File: src/rtl/mem_access_ctrl_if.sv
// Bundle of EX/MEM controls, dcache handshake and MEM/WB results around mem_access_ctrl.
// master drives the pipeline/dcache side, slave is the controller.
interface mem_access_ctrl_if #(
  parameter int unsigned DATA_W = 32,
  parameter int unsigned ADDR_W = 32
);
  logic              memRead_in;
  logic              memWrite_in;
  logic              llsc_in;
  logic              halt_in;
  logic [ADDR_W-1:0] ALUout_in;
  logic [DATA_W-1:0] storeData_in;
  logic              advance_in;
  logic              dhit;
  logic [DATA_W-1:0] dmemload;
  logic              snoop_inv_in;
  logic [ADDR_W-1:0] snoop_addr_in;
  logic              dmemREN;
  logic              dmemWEN;
  logic [ADDR_W-1:0] dmemaddr;
  logic [DATA_W-1:0] dmemstore;
  logic [DATA_W-1:0] dmemload_out;
  logic              dhit_out;
  logic              stall_out;
  logic              err_timeout;

  modport master (
    output memRead_in, memWrite_in, llsc_in, halt_in, ALUout_in, storeData_in, advance_in,
    output dhit, dmemload, snoop_inv_in, snoop_addr_in,
    input  dmemREN, dmemWEN, dmemaddr, dmemstore, dmemload_out, dhit_out, stall_out,
    input  err_timeout
  );

  modport slave (
    input  memRead_in, memWrite_in, llsc_in, halt_in, ALUout_in, storeData_in, advance_in,
    input  dhit, dmemload, snoop_inv_in, snoop_addr_in,
    output dmemREN, dmemWEN, dmemaddr, dmemstore, dmemload_out, dhit_out, stall_out,
    output err_timeout
  );
endinterface

File: src/rtl/mem_access_ctrl.sv
// MEM-stage dcache access controller: one request per instruction, held until dhit.
// Define LLSC_EN to add the LL/SC link register; without it SC behaves as a store returning 1.
module mem_access_ctrl #(
  parameter int unsigned DATA_W      = 32,
  parameter int unsigned ADDR_W      = 32,
  parameter int unsigned TIMEOUT_CYC = 255
) (
  input logic              clk,
  input logic              nRST,
  mem_access_ctrl_if.slave mif
);

  typedef enum logic [0:0] {IDLE, DONE} state_t;

  localparam logic [7:0] TO_LAST = 8'(TIMEOUT_CYC - 1);

  state_t            state;
  logic [DATA_W-1:0] load_q;
  logic [7:0]        wait_cnt;
  logic              err_q;

  logic              rd, wr, op, is_sc, sc_ok, sc_fail, done;
  logic [DATA_W-1:0] result;

  // Read wins when both controls are set.
  assign rd    = mif.memRead_in;
  assign wr    = mif.memWrite_in & ~mif.memRead_in;
  assign op    = (mif.memRead_in | mif.memWrite_in) & ~mif.halt_in;
  assign is_sc = mif.llsc_in & wr;

`ifdef LLSC_EN
  logic              link_v;
  logic [ADDR_W-1:0] link_addr;
  logic              snoop_hit;

  // A same-cycle snoop on the linked address beats the SC.
  assign snoop_hit = mif.snoop_inv_in & (mif.snoop_addr_in == link_addr);
  assign sc_ok     = link_v & (link_addr == mif.ALUout_in) & ~snoop_hit;
  assign sc_fail   = is_sc & ~sc_ok;
`else
  logic unused_snoop;
  assign unused_snoop = ^{mif.snoop_inv_in, mif.snoop_addr_in};
  assign sc_ok        = 1'b1;
  assign sc_fail      = 1'b0;
`endif

  // A failing SC completes locally without touching the dcache.
  assign done   = (state == IDLE) & op & (mif.dhit | sc_fail);
  assign result = is_sc ? DATA_W'(sc_ok) : mif.dmemload;

  always_comb begin
    mif.dmemREN      = 1'b0;
    mif.dmemWEN      = 1'b0;
    mif.dhit_out     = 1'b0;
    mif.stall_out    = 1'b0;
    mif.dmemload_out = load_q;
    mif.dmemaddr     = mif.ALUout_in;
    mif.dmemstore    = mif.storeData_in;
    mif.err_timeout  = err_q;
    if ((state == IDLE) && op) begin
      mif.dmemREN   = rd;
      mif.dmemWEN   = wr & ~sc_fail;
      mif.dhit_out  = done;
      mif.stall_out = ~done;
      if (done) mif.dmemload_out = result;
      if (sc_fail) mif.dmemstore = '0;
    end
    if (nRST) begin
      mif.dmemREN      = 1'b0;
      mif.dmemWEN      = 1'b0;
      mif.dhit_out     = 1'b0;
      mif.stall_out    = 1'b0;
      mif.dmemload_out = '0;
      mif.dmemaddr     = '0;
      mif.dmemstore    = '0;
      mif.err_timeout  = 1'b0;
    end
  end

  always_ff @(posedge clk or posedge nRST) begin
    if (nRST) begin
      state    <= IDLE;
      load_q   <= '0;
      wait_cnt <= '0;
      err_q    <= 1'b0;
`ifdef LLSC_EN
      link_v    <= 1'b0;
      link_addr <= '0;
`endif
    end else begin
      unique case (state)
        IDLE: begin
          if (done) begin
            if (rd | is_sc) load_q <= result;
            wait_cnt <= '0;
            state    <= mif.advance_in ? IDLE : DONE;
          end else if (op) begin
            if (wait_cnt != 8'hFF) wait_cnt <= wait_cnt + 8'd1;
            if ((TIMEOUT_CYC != 0) && (wait_cnt == TO_LAST)) err_q <= 1'b1;
          end else begin
            wait_cnt <= '0;
          end
        end
        DONE: begin
          wait_cnt <= '0;
          if (mif.advance_in) state <= IDLE;
        end
        default: state <= IDLE;
      endcase
`ifdef LLSC_EN
      if (snoop_hit) link_v <= 1'b0;
      if (done) begin
        if (rd & mif.llsc_in) begin
          link_v    <= 1'b1;
          link_addr <= mif.ALUout_in;
        end else if (wr & ~sc_fail & (is_sc | (mif.ALUout_in == link_addr))) begin
          link_v <= 1'b0;
        end
      end
`endif
    end
  end

endmodule

File: src/flat_wrapper.sv
// flat-port wrapper written by rule: the top's interface ports become plain ports
module mem_access_ctrl_flat 
#(
  parameter int unsigned DATA_W      = 32,
  parameter int unsigned ADDR_W      = 32,
  parameter int unsigned TIMEOUT_CYC = 255
)
  (clk, nRST, mif_memRead_in, mif_memWrite_in, mif_llsc_in, mif_halt_in, mif_ALUout_in, mif_storeData_in, mif_advance_in, mif_dhit, mif_dmemload, mif_snoop_inv_in, mif_snoop_addr_in, mif_dmemREN, mif_dmemWEN, mif_dmemaddr, mif_dmemstore, mif_dmemload_out, mif_dhit_out, mif_stall_out, mif_err_timeout);
  mem_access_ctrl_if #(.DATA_W(DATA_W), .ADDR_W(ADDR_W)) mif_i ();
  input logic clk;
  input logic nRST;
  input wire logic [$bits(mif_i.memRead_in)-1:0] mif_memRead_in;
  input wire logic [$bits(mif_i.memWrite_in)-1:0] mif_memWrite_in;
  input wire logic [$bits(mif_i.llsc_in)-1:0] mif_llsc_in;
  input wire logic [$bits(mif_i.halt_in)-1:0] mif_halt_in;
  input wire logic [$bits(mif_i.ALUout_in)-1:0] mif_ALUout_in;
  input wire logic [$bits(mif_i.storeData_in)-1:0] mif_storeData_in;
  input wire logic [$bits(mif_i.advance_in)-1:0] mif_advance_in;
  input wire logic [$bits(mif_i.dhit)-1:0] mif_dhit;
  input wire logic [$bits(mif_i.dmemload)-1:0] mif_dmemload;
  input wire logic [$bits(mif_i.snoop_inv_in)-1:0] mif_snoop_inv_in;
  input wire logic [$bits(mif_i.snoop_addr_in)-1:0] mif_snoop_addr_in;
  output wire logic [$bits(mif_i.dmemREN)-1:0] mif_dmemREN;
  output wire logic [$bits(mif_i.dmemWEN)-1:0] mif_dmemWEN;
  output wire logic [$bits(mif_i.dmemaddr)-1:0] mif_dmemaddr;
  output wire logic [$bits(mif_i.dmemstore)-1:0] mif_dmemstore;
  output wire logic [$bits(mif_i.dmemload_out)-1:0] mif_dmemload_out;
  output wire logic [$bits(mif_i.dhit_out)-1:0] mif_dhit_out;
  output wire logic [$bits(mif_i.stall_out)-1:0] mif_stall_out;
  output wire logic [$bits(mif_i.err_timeout)-1:0] mif_err_timeout;
  assign mif_i.memRead_in = mif_memRead_in;
  assign mif_i.memWrite_in = mif_memWrite_in;
  assign mif_i.llsc_in = mif_llsc_in;
  assign mif_i.halt_in = mif_halt_in;
  assign mif_i.ALUout_in = mif_ALUout_in;
  assign mif_i.storeData_in = mif_storeData_in;
  assign mif_i.advance_in = mif_advance_in;
  assign mif_i.dhit = mif_dhit;
  assign mif_i.dmemload = mif_dmemload;
  assign mif_i.snoop_inv_in = mif_snoop_inv_in;
  assign mif_i.snoop_addr_in = mif_snoop_addr_in;
  assign mif_dmemREN = mif_i.dmemREN;
  assign mif_dmemWEN = mif_i.dmemWEN;
  assign mif_dmemaddr = mif_i.dmemaddr;
  assign mif_dmemstore = mif_i.dmemstore;
  assign mif_dmemload_out = mif_i.dmemload_out;
  assign mif_dhit_out = mif_i.dhit_out;
  assign mif_stall_out = mif_i.stall_out;
  assign mif_err_timeout = mif_i.err_timeout;
  mem_access_ctrl #(.DATA_W(DATA_W), .ADDR_W(ADDR_W), .TIMEOUT_CYC(TIMEOUT_CYC)) u_core (.clk(clk), .nRST(nRST), .mif(mif_i));
endmodule
File: config.mk
export PLATFORM = sky130hd
export DESIGN_NAME = mem_access_ctrl_flat
export DESIGN_NICKNAME = d
export VERILOG_FILES = /design/src/rtl/mem_access_ctrl_if.sv /design/src/rtl/mem_access_ctrl.sv /design/src/flat_wrapper.sv
export SDC_FILE = /design/constraint.sdc
export NUM_CORES = 1
export LEC_CHECK = 0
export BUFFER_PORTS_ARGS = -buffer_cell sky130_fd_sc_hd__buf_4
export CAP_MARGIN = 20
export CORE_AREA = 2 2 91 93
export CTS_BUF_LIST = sky130_fd_sc_hd__clkbuf_2 sky130_fd_sc_hd__clkbuf_4 sky130_fd_sc_hd__clkbuf_8
export CTS_CLUSTER_DIAMETER = 30
export DETAILED_ROUTE_END_ITERATION = 12
export DIE_AREA = 0 0 93 95
export GPL_TIMING_DRIVEN = 0
export HOLD_SLACK_MARGIN = 0.1
export PLACE_DENSITY = 0.76
export RECOVER_POWER = 100
export SLEW_MARGIN = 20
export SYNTH_ARGS = -nofsm -noshare
export SYNTH_HDL_FRONTEND = slang
export SYNTH_SLANG_ARGS = --single-unit
export TNS_END_PERCENT = 5
File: constraint.sdc
create_clock -name clk -period 6.45 [get_ports clk]
set_clock_uncertainty 0.15 [all_clocks]
set_input_delay 0.9675 -clock clk [delete_from_list [all_inputs] [get_ports clk]]
set_output_delay 0.9675 -clock clk [all_outputs]
set_load 0.02 [all_outputs]
==> results of run 1 <==
==> final timing paths <==
check | from | to | slack (ns) | cells after the start
worst min register to register | u_core.err_q$_DFFE_PP0P_ | u_core.err_q$_DFFE_PP0P_ | 0.33 | 1
min in group asynchronous | nRST | u_core.wait_cnt[1]$_DFFE_PP0P_ | 0.88 | 2
max in group asynchronous | nRST | u_core.load_q[0]$_DFFE_PP0P_ | 3.53 | 3
worst max register to register | u_core.state$_DFF_PP0_ | u_core.state$_DFF_PP0_ | 4.39 | 6
worst max-delay path | nRST | mif_dmemWEN | 1.84 | 5
worst min-delay path | u_core.err_q$_DFFE_PP0P_ | u_core.err_q$_DFFE_PP0P_ | 0.33 | 1
==> routing by layer <==
layer	global-route usage, %	share of wire [%]	up-vias
li1	-	-	1663
met4	5.39	0.81	0
met1	29.3	43	1570
met5	0	0	-
met3	3.83	6.8	8
met2	35.1	49	119
==> cells in the mapped netlist (4+ instances only) <==
library cell  instances  share of area, %
clkbuf_1             15               2.0
nand3_1              33               5.9
buf_2                11               2.0
o21ai_1              12               2.2
nor2b_1              66                15
nand2_1              95                13
dfrtp_1              42                38
buf_6                 4               1.6
o21ai_0              20               3.6
a21oi_1              33               5.9
nor2_1               11               1.5
==> registers in the layout, indices dropped and copies added, names as in the netlist <==
signal and flops:
u_core.wait_cnt 8, u_core.err_q 1, u_core.load_q 32, u_core.state 1
==> final cells by class <==
class / count / area, sq um / share of cell area, %
clock inverter: 2 / 13.8 / 0.333
inverter: 3 / 11.3 / 0.273
sequential: 42 / 1050 / 25.5
multi-input combinational: 301 / 1540 / 37.2
buffer: 32 / 140 / 3.39
timing repair buffer: 204 / 1170 / 28.3
clock buffer: 6 / 76.3 / 1.85
tap: 105 / 131 / 3.18
==> report_power, final <==
| group | leakage [nW] | switching [mW] | internal [mW] |
|---|---|---|---|
| registers | 0.541 | 0.0210 | 0.303 |
| clock network | 0.0486 | 0.0951 | 0.0806 |
| logic | 1.31 | 0.166 | 0.107 |
| total | 1.90 | 0.282 | 0.490 |
==> worst max-delay path, delay by kind of cell <==
kind / cells / cell delay (ns)
buf+inv: 4 / 2.12
simple gates: 1 / 0.39
==> placed cells by master (no fill, tap or decap), types with 2 or more instances in the layout <==
| cell type | n |
|---|---|
| o21ai_0 | 32 |
| nand3b_1 | 2 |
| buf_2 | 10 |
| inv_1 | 3 |
| xnor2_1 | 3 |
| a211oi_1 | 4 |
| nand4_1 | 2 |
| nand3_1 | 34 |
| nor3_1 | 4 |
| nor2b_1 | 66 |
| and3_1 | 2 |
| nor2_1 | 12 |
| nand2_1 | 95 |
| buf_4 | 107 |
| dfrtp_1 | 42 |
| a31oi_1 | 2 |
| clkbuf_8 | 5 |
| clkbuf_1 | 118 |
| ha_1 | 2 |
| a21oi_1 | 33 |
==> cell families (layout without fill, tap and decap cells) <==
family / Yosys count / after routing / synth area share [%]
AO/OA/AOI/OAI: 74 / 74 / 14.4
XOR/XNOR: 3 / 3 / 0.943
adder cells (fa/ha/maj): 2 / 2 / 0.898
buffers and inverters: 35 / 247 / 6.42
flip-flops: 42 / 42 / 37.7
AND/OR/NAND/NOR: 222 / 222 / 39.7
==> per-stage QoR <==
stage	total power, mW	area, sq um	hold WS, ns	utilization (%)
floorplan	0.492	2790	0.285	-
global placement	0.634	4440	0.303	56.0
detailed placement	0.644	4460	0.308	56.3
CTS	0.819	4550	0.331	57.4
global route	0.821	4130	0.347	52.1
finish	0.772	4130	0.330	52.1
==> metrics.md, run 1 <==
| Metric | Value |
|---|---|
| Die X | `93 um` |
| DRT Pass-1 Iters | `5` |
| Top-Level Pins | `238` |
| LEAKAGE | `1.90 nW` |
| Final Max Tran Viols | `0` |
| Post-CTS setup buffer count | `0` |
| Setup tns final | `0 ns` |
| CP max stage delay | `1.10 ns` |
| CTS tree | `done` |
| Clk pin slew, worst setup/hold paths | `0.08 ns` |
| Setup slack after layout | `1.84 ns` |
| Antenna cells | `0` |
| FP Rows | `33` |
| Clk buf depth | `2` |
| Sequential share of the synthesized area | `37.7%` |
| Worst min path class | `flop to flop` |
| Worst skew pair latency | `0.30 ns` |
| # setup viols final | `0` |
| # resized after CTS | `0` |
| Slew @ Worst Pin | `1.41 ns` |
| Via count | `3360` |
| Antenna violations before repair | `0` |
| Post-cts hold buffer count | `0` |
| Worst setup EP type | `output pin` |
| Final min period | `4.61 ns` |
| Routability congestion estimate | `0.779` |
| Syn-to-layout area delta | `48.1%` |
| Synth warnings | `0` |
| Crit path top cell by count | `clkbuf_1` |
| Routed len/inst | `14.3 um` |
| Synth Flop Type | `dfrtp_1` |
| Pin count of the biggest net entering global routing | `27` |
| First-pass GRT wire length | `15100 um` |
| Syn nets | `517` |
| Initial Util | `35.2%` |
| Worst Path Arrival | `3.49 ns` |
| Seq cells post-synth | `42` |
| Vias in the first global route | `3124` |
| Clock sinks | `42` |
| Drt first-iter violations | `203` |
| Fmax | `217 MHz` |
| WP data required | `5.33 ns` |
| PwrDens | `187 nW/um^2` |
| # DRC | `0` |
| Fin nets | `728` |
| Final period util | `71.5%` |
| Via-to-Cell Ratio | `4.83` |
| Max Cap Viol | `0` |
| Core area | `7930 sq um` |
| IO Port Bufs | `203` |
| Relative slew slack | `5.83%` |
| Non-Filler Instances | `695` |
| Dpl ws | `3.09 ns` |
| FFs w/ async S/R, synth | `100%` |
| Global Route Usage Sum | `21.4%` |
| EDFF count, synth | `0` |
| DP HPWL | `7810 um` |
| Placed insts | `687` |
| Netlist Area Pre-Place | `2790 sq um` |
| Share of layout cells above drive strength 1 | `21.7%` |
| Cells after synthesis | `378` |
| WL final | `9950 um` |
| Fill count | `893` |
| Synth Area per Inst | `7.37 sq um` |
| Slowest cell on crit path | `clkbuf_1` |
| CTS buffer count | `5` |
| Clk root buf | `clkbuf_8` |
| ANT nets after route | `0` |
| Grt total ovfl | `0` |
| RSZ-0062 raised after global routing | `false` |
| Worst Setup Start Kind | `primary input` |
| Maximum vdd drop | `0.111 mV` |
| Die footprint | `8840 sq um` |
| Critical path class | `primary input to output pin` |
| H-tree depth | `2` |
| Crit path cell chain | `clkbuf_1, inv_1, clkbuf_1, and4b_1, buf_4` |
| Die Y | `95 um` |
| Status | `finished, final reports clean` |
| Worst-path fanout max | `26` |
| Netlist cell types | `32` |
| Final Hold Fails | `0` |
(Power assumes the default switching activity.)
==> run 2, diff against run 1 <==
--- a/config.mk
+++ b/config.mk
@@ -5,16 +5,18 @@
 export SDC_FILE = /design/constraint.sdc
 export NUM_CORES = 1
 export LEC_CHECK = 0
+export ABC_AREA = 1
 export BUFFER_PORTS_ARGS = -buffer_cell sky130_fd_sc_hd__buf_4
 export CAP_MARGIN = 20
-export CORE_AREA = 2 2 91 93
+export CORE_ASPECT_RATIO = 0.7
+export CORE_MARGIN = 1
+export CORE_UTILIZATION = 38
 export CTS_BUF_LIST = sky130_fd_sc_hd__clkbuf_2 sky130_fd_sc_hd__clkbuf_4 sky130_fd_sc_hd__clkbuf_8
 export CTS_CLUSTER_DIAMETER = 30
 export DETAILED_ROUTE_END_ITERATION = 12
-export DIE_AREA = 0 0 93 95
 export GPL_TIMING_DRIVEN = 0
 export HOLD_SLACK_MARGIN = 0.1
-export PLACE_DENSITY = 0.76
+export PLACE_DENSITY = 0.8
 export RECOVER_POWER = 100
 export SLEW_MARGIN = 20
 export SYNTH_ARGS = -nofsm -noshare
==> constraint.sdc (replaced) <==
create_clock -name clk -period 3.8 [get_ports clk]
set_clock_uncertainty 0.15 [all_clocks]
set_input_delay 0.57 -clock clk [delete_from_list [all_inputs] [get_ports clk]]
set_output_delay 0.57 -clock clk [all_outputs]
set_load 0.02 [all_outputs]
==> metrics.md, run 2 <==
| Metric | Value |
|---|---|
| Status | `finished, final reports clean` |
| Die X | `110 um (+19%)` |
| Non-Filler Instances | `846 (+22%)` |
| Multi-input logic area | `1470 sq um (-4.5%)` |
| Top post-synthesis cells by area | `dfrtp_1, nand2_1, inv_1` |
| Setup tns final | `0 ns (unchanged)` |
| Via count | `3936 (+17%)` |
| Die Y | `77.9 um (-18%)` |
| Area leader, netlist | `dfrtp_1` |
| Largest register FFs | `32 (unchanged)` |
| Top routing layer in use | `met4` |
| Worst Reg-to-Reg Cells | `8 (+2)` |
| Netlist Area Pre-Place | `3130 sq um (+12%)` |
| Worst setup EP type | `output pin` |
| PwrDens | `316 nW/um^2 (+69%)` |
| Worst Path Arrival | `2.42 ns (-1.07 ns)` |
| Slew @ Worst Pin | `0.577 ns (-0.835 ns)` |
| Syn nets | `672 (+30%)` |
| Placed insts | `838 (+22%)` |
| Reg2Reg Setup Slack | `1.63 ns (-2.76 ns)` |
| Most frequent cell after synthesis | `nand2_1` |
| R2r endpoint | `u_core.load_q[7]$_DFFE_PP0P_` |
| Syn-to-layout area delta | `44.1%` |
| Sequential share of the synthesized area | `33.6% (-4.1 points)` |
| Fill count | `852 (-4.6%)` |
| LEAKAGE | `2.63 nW (+39%)` |
| Wl on met1 | `5030 um (+18%)` |
| Min Hold Slack | `0.261 ns (-0.0690 ns)` |
| Grt total ovfl | `0 (unchanged)` |
| Reg-to-Reg Start | `u_core.state$_DFF_PP0_` |
| Routability congestion estimate | `0.845 (+8.5%)` |
| First-pass GRT wire length | `17300 um (+14%)` |
| Synth Flop Type | `dfrtp_1` |
| Via-to-Cell Ratio | `4.65 (-3.8%)` |
| Antenna cells | `0 (unchanged)` |
| Netlist cell types | `25 (-22%)` |
| IO Port Bufs | `203 (unchanged)` |
| Synth Area per Inst | `5.86 sq um (-20%)` |
| # DRC | `0 (unchanged)` |
| DRT Pass-1 Iters | `5 (unchanged)` |
| Die footprint | `8600 sq um (-2.7%)` |
| Max Cap Viol | `0 (unchanged)` |
| Largest reg by FF count | `u_core.load_q` |
| Commonest non-fill, non-tap cell in the layout | `nand2_1` |
| Relative slew slack | `61.5% (+56 points)` |
| Worst skew pair latency | `0.29 ns (about the same)` |
| Final core utilization | `57.0% (+4.9 points)` |
| CP max stage delay | `0.46 ns (-0.64 ns)` |
| Switching Share | `36.8% (+0.33 points)` |
| Clk root buf | `clkbuf_8` |
| Clock power frac | `23.7% (+0.9 points)` |
| Fin nets | `883 (+21%)` |
| WL met2 | `5010 um (+2.0%)` |
| CTS buffer count | `5 (unchanged)` |
| Fmax | `318 MHz` |
| Drt first-iter violations | `232 (+14%)` |
| Clk pin slew, worst setup/hold paths | `0.08 ns (about the same)` |
| Final period util | `82.8%` |
| Pin count of the biggest net entering global routing | `32 (+19%)` |
| Most frequent cells in the layout | `nand2_1, clkbuf_1, buf_4` |
| DP HPWL | `8830 um (+13%)` |
| # resized after CTS | `0 (unchanged)` |
| Critical path startpoint | `u_core.state$_DFF_PP0_` |
| Clk buf depth | `2 (unchanged)` |
| Vias in the first global route | `3628 (+16%)` |
| Initial Util | `39.5% (+4.4 points)` |
| Logic pwr share | `37.0% (+1.7 points)` |
| Sequential cell area | `1050 sq um (unchanged)` |
| Int Power | `0.899 mW (+83%)` |
| Cells after synthesis | `533 (+41%)` |
| Share of layout cells above drive strength 1 | `17.4% (-4.2 points)` |
| Seq cells post-synth | `42 (unchanged)` |
| Clock sinks | `42 (unchanged)` |
| Post-cts hold buffer count | `0 (unchanged)` |
| Worst min path class | `primary input to flop` |
| Synth warnings | `0 (unchanged)` |
| Top-area cell type share of the netlist area | `33.6% (-4.1 points)` |
| Slowest cell on crit path | `clkbuf_1` |
| Crit path cell chain | `inv_1, nand2_1, nor2_1, nand2_1, clkbuf_1, buf_4, nand2_1, a21oi_1, clkbuf_1` |
| RSZ-0062 raised after global routing | `false` |
| Largest regs | `u_core.load_q (32), u_core.wait_cnt (8)` |
| Antenna violations before repair | `0 (unchanged)` |
| Critical path class | `flop to output pin` |
| Synth top cells by count | `nand2_1, inv_1, nor2_1` |
| CTS tree | `done` |
| Crit path top cell by count | `nand2_1` |
| FFs w/ async S/R, synth | `100% (unchanged)` |
| Global Route Usage Sum | `25.9% (+4.6 points)` |
| H-tree depth | `2 (unchanged)` |
| Top-Level Pins | `238 (unchanged)` |
| Final min period | `3.14 ns` |
| Final Hold Fails | `0 (unchanged)` |
| FP Rows | `27 (-18%)` |
| Flop pwr share | `39.3% (-2.6 points)` |
| ANT nets after route | `0 (unchanged)` |
| EDFF count, synth | `0 (unchanged)` |
| Maximum vdd drop | `0.146 mV (+32%)` |
| Final Max Tran Viols | `0 (unchanged)` |
| Routed len/inst | `13.1 um (-8.6%)` |
| Worst Setup Start Kind | `flop` |
| WL final | `11100 um (+11%)` |
| # setup viols final | `0 (unchanged)` |
| DR WL met3 | `788 um (+17%)` |
| WP data required | `3.08 ns (-2.25 ns)` |
| Worst-path fanout max | `10 (-62%)` |
| Post-CTS setup buffer count | `0 (unchanged)` |
| Worst Setup EP | `mif_dmemload_out[16]` |
| Worst hold stages | `2 (+1)` |
| Net switching power figure | `0.524 mW (+86%)` |
| Core area | `7910 sq um (-0.28%)` |
run 2: cell types whose count changed in the layout (fill, tap and decap cells not counted), moves of 3 or more:
cell,change
nor3_1,-3
inv_1,+108
nand2_1,+80
nor2_1,+69
buf_2,-8
nor2b_1,-66
buf_4,+6
clkbuf_8,+3
a211oi_1,-4
o21ai_1,+3
nand3_1,-24
run 2: per-layer routing:
metal	GRT usage (%)	vias to the layer above
met2	41.7	172
li1	-	1984
met5	0	-
met3	5.38	21
met1	34.9	1759
met4	7.37	0
run 2: final cells by class:
cell class / count / share of cell area (%)
clock buffers: 8 / 2.44
flip-flops and latches: 42 / 23.3
repair buffers: 204 / 26.0
plain buffers: 30 / 3.47
well taps: 101 / 2.81
inverters: 112 / 9.33
multi-input cells: 349 / 32.6
run 2: metrics by stage:
stage               worst slack (ns)  power, mW  area [sq um]
floorplan                       1.05      0.886          3130
global placement               0.376       1.14          4780
detailed placement              1.18       1.16          4800
CTS                             1.17       1.50          4910
global route                   0.518       1.51          4500
finish                         0.655       1.42          4500
run 2: how the worst min path moves through the flow:
stage,start,to,slack [ns]
floorplan,u_core.err_q$_DFFE_PP0P_,u_core.err_q$_DFFE_PP0P_,0.28
global placement,u_core.err_q$_DFFE_PP0P_,u_core.err_q$_DFFE_PP0P_,0.29
detailed placement,u_core.err_q$_DFFE_PP0P_,u_core.err_q$_DFFE_PP0P_,0.29
CTS,mif_advance_in,u_core.state$_DFF_PP0_,0.25
global route,mif_advance_in,u_core.state$_DFF_PP0_,0.25
finish,mif_advance_in,u_core.state$_DFF_PP0_,0.26
run 2: kinds of logic (layout without fill, tap and decap cells):
| kind of cell | count (synthesis) | count (layout) | synth area share [%] |
|---|---|---|---|
| buffers and inverters | 142 | 354 | 18.9 |
| adder cells (fa/ha/maj) | 2 | 2 | 0.801 |
| AO/OA/AOI/OAI | 75 | 75 | 12.4 |
| XOR/XNOR | 1 | 1 | 0.280 |
| AND/OR/NAND/NOR | 271 | 271 | 33.9 |
| flip-flops | 42 | 42 | 33.6 |
run 2: power groups by stage:
stage	clock network [mW]	logic, mW	registers, mW
2_1_floorplan	0	0.329	0.556
3_3_place_gp	0	0.578	0.562
3_5_place_dp	0	0.594	0.566
4_1_cts	0.343	0.597	0.559
5_1_grt	0.364	0.582	0.567
6_report	0.337	0.526	0.560
run 2: critical path, delay by kind of cell, from the launching register on:
kind,cells,cell delay (ns)
AOI/OAI and AO/OA,1,0.22
buffers and inverters,4,1.08
and+or+nand+nor,4,0.48
DFF,1,0.35
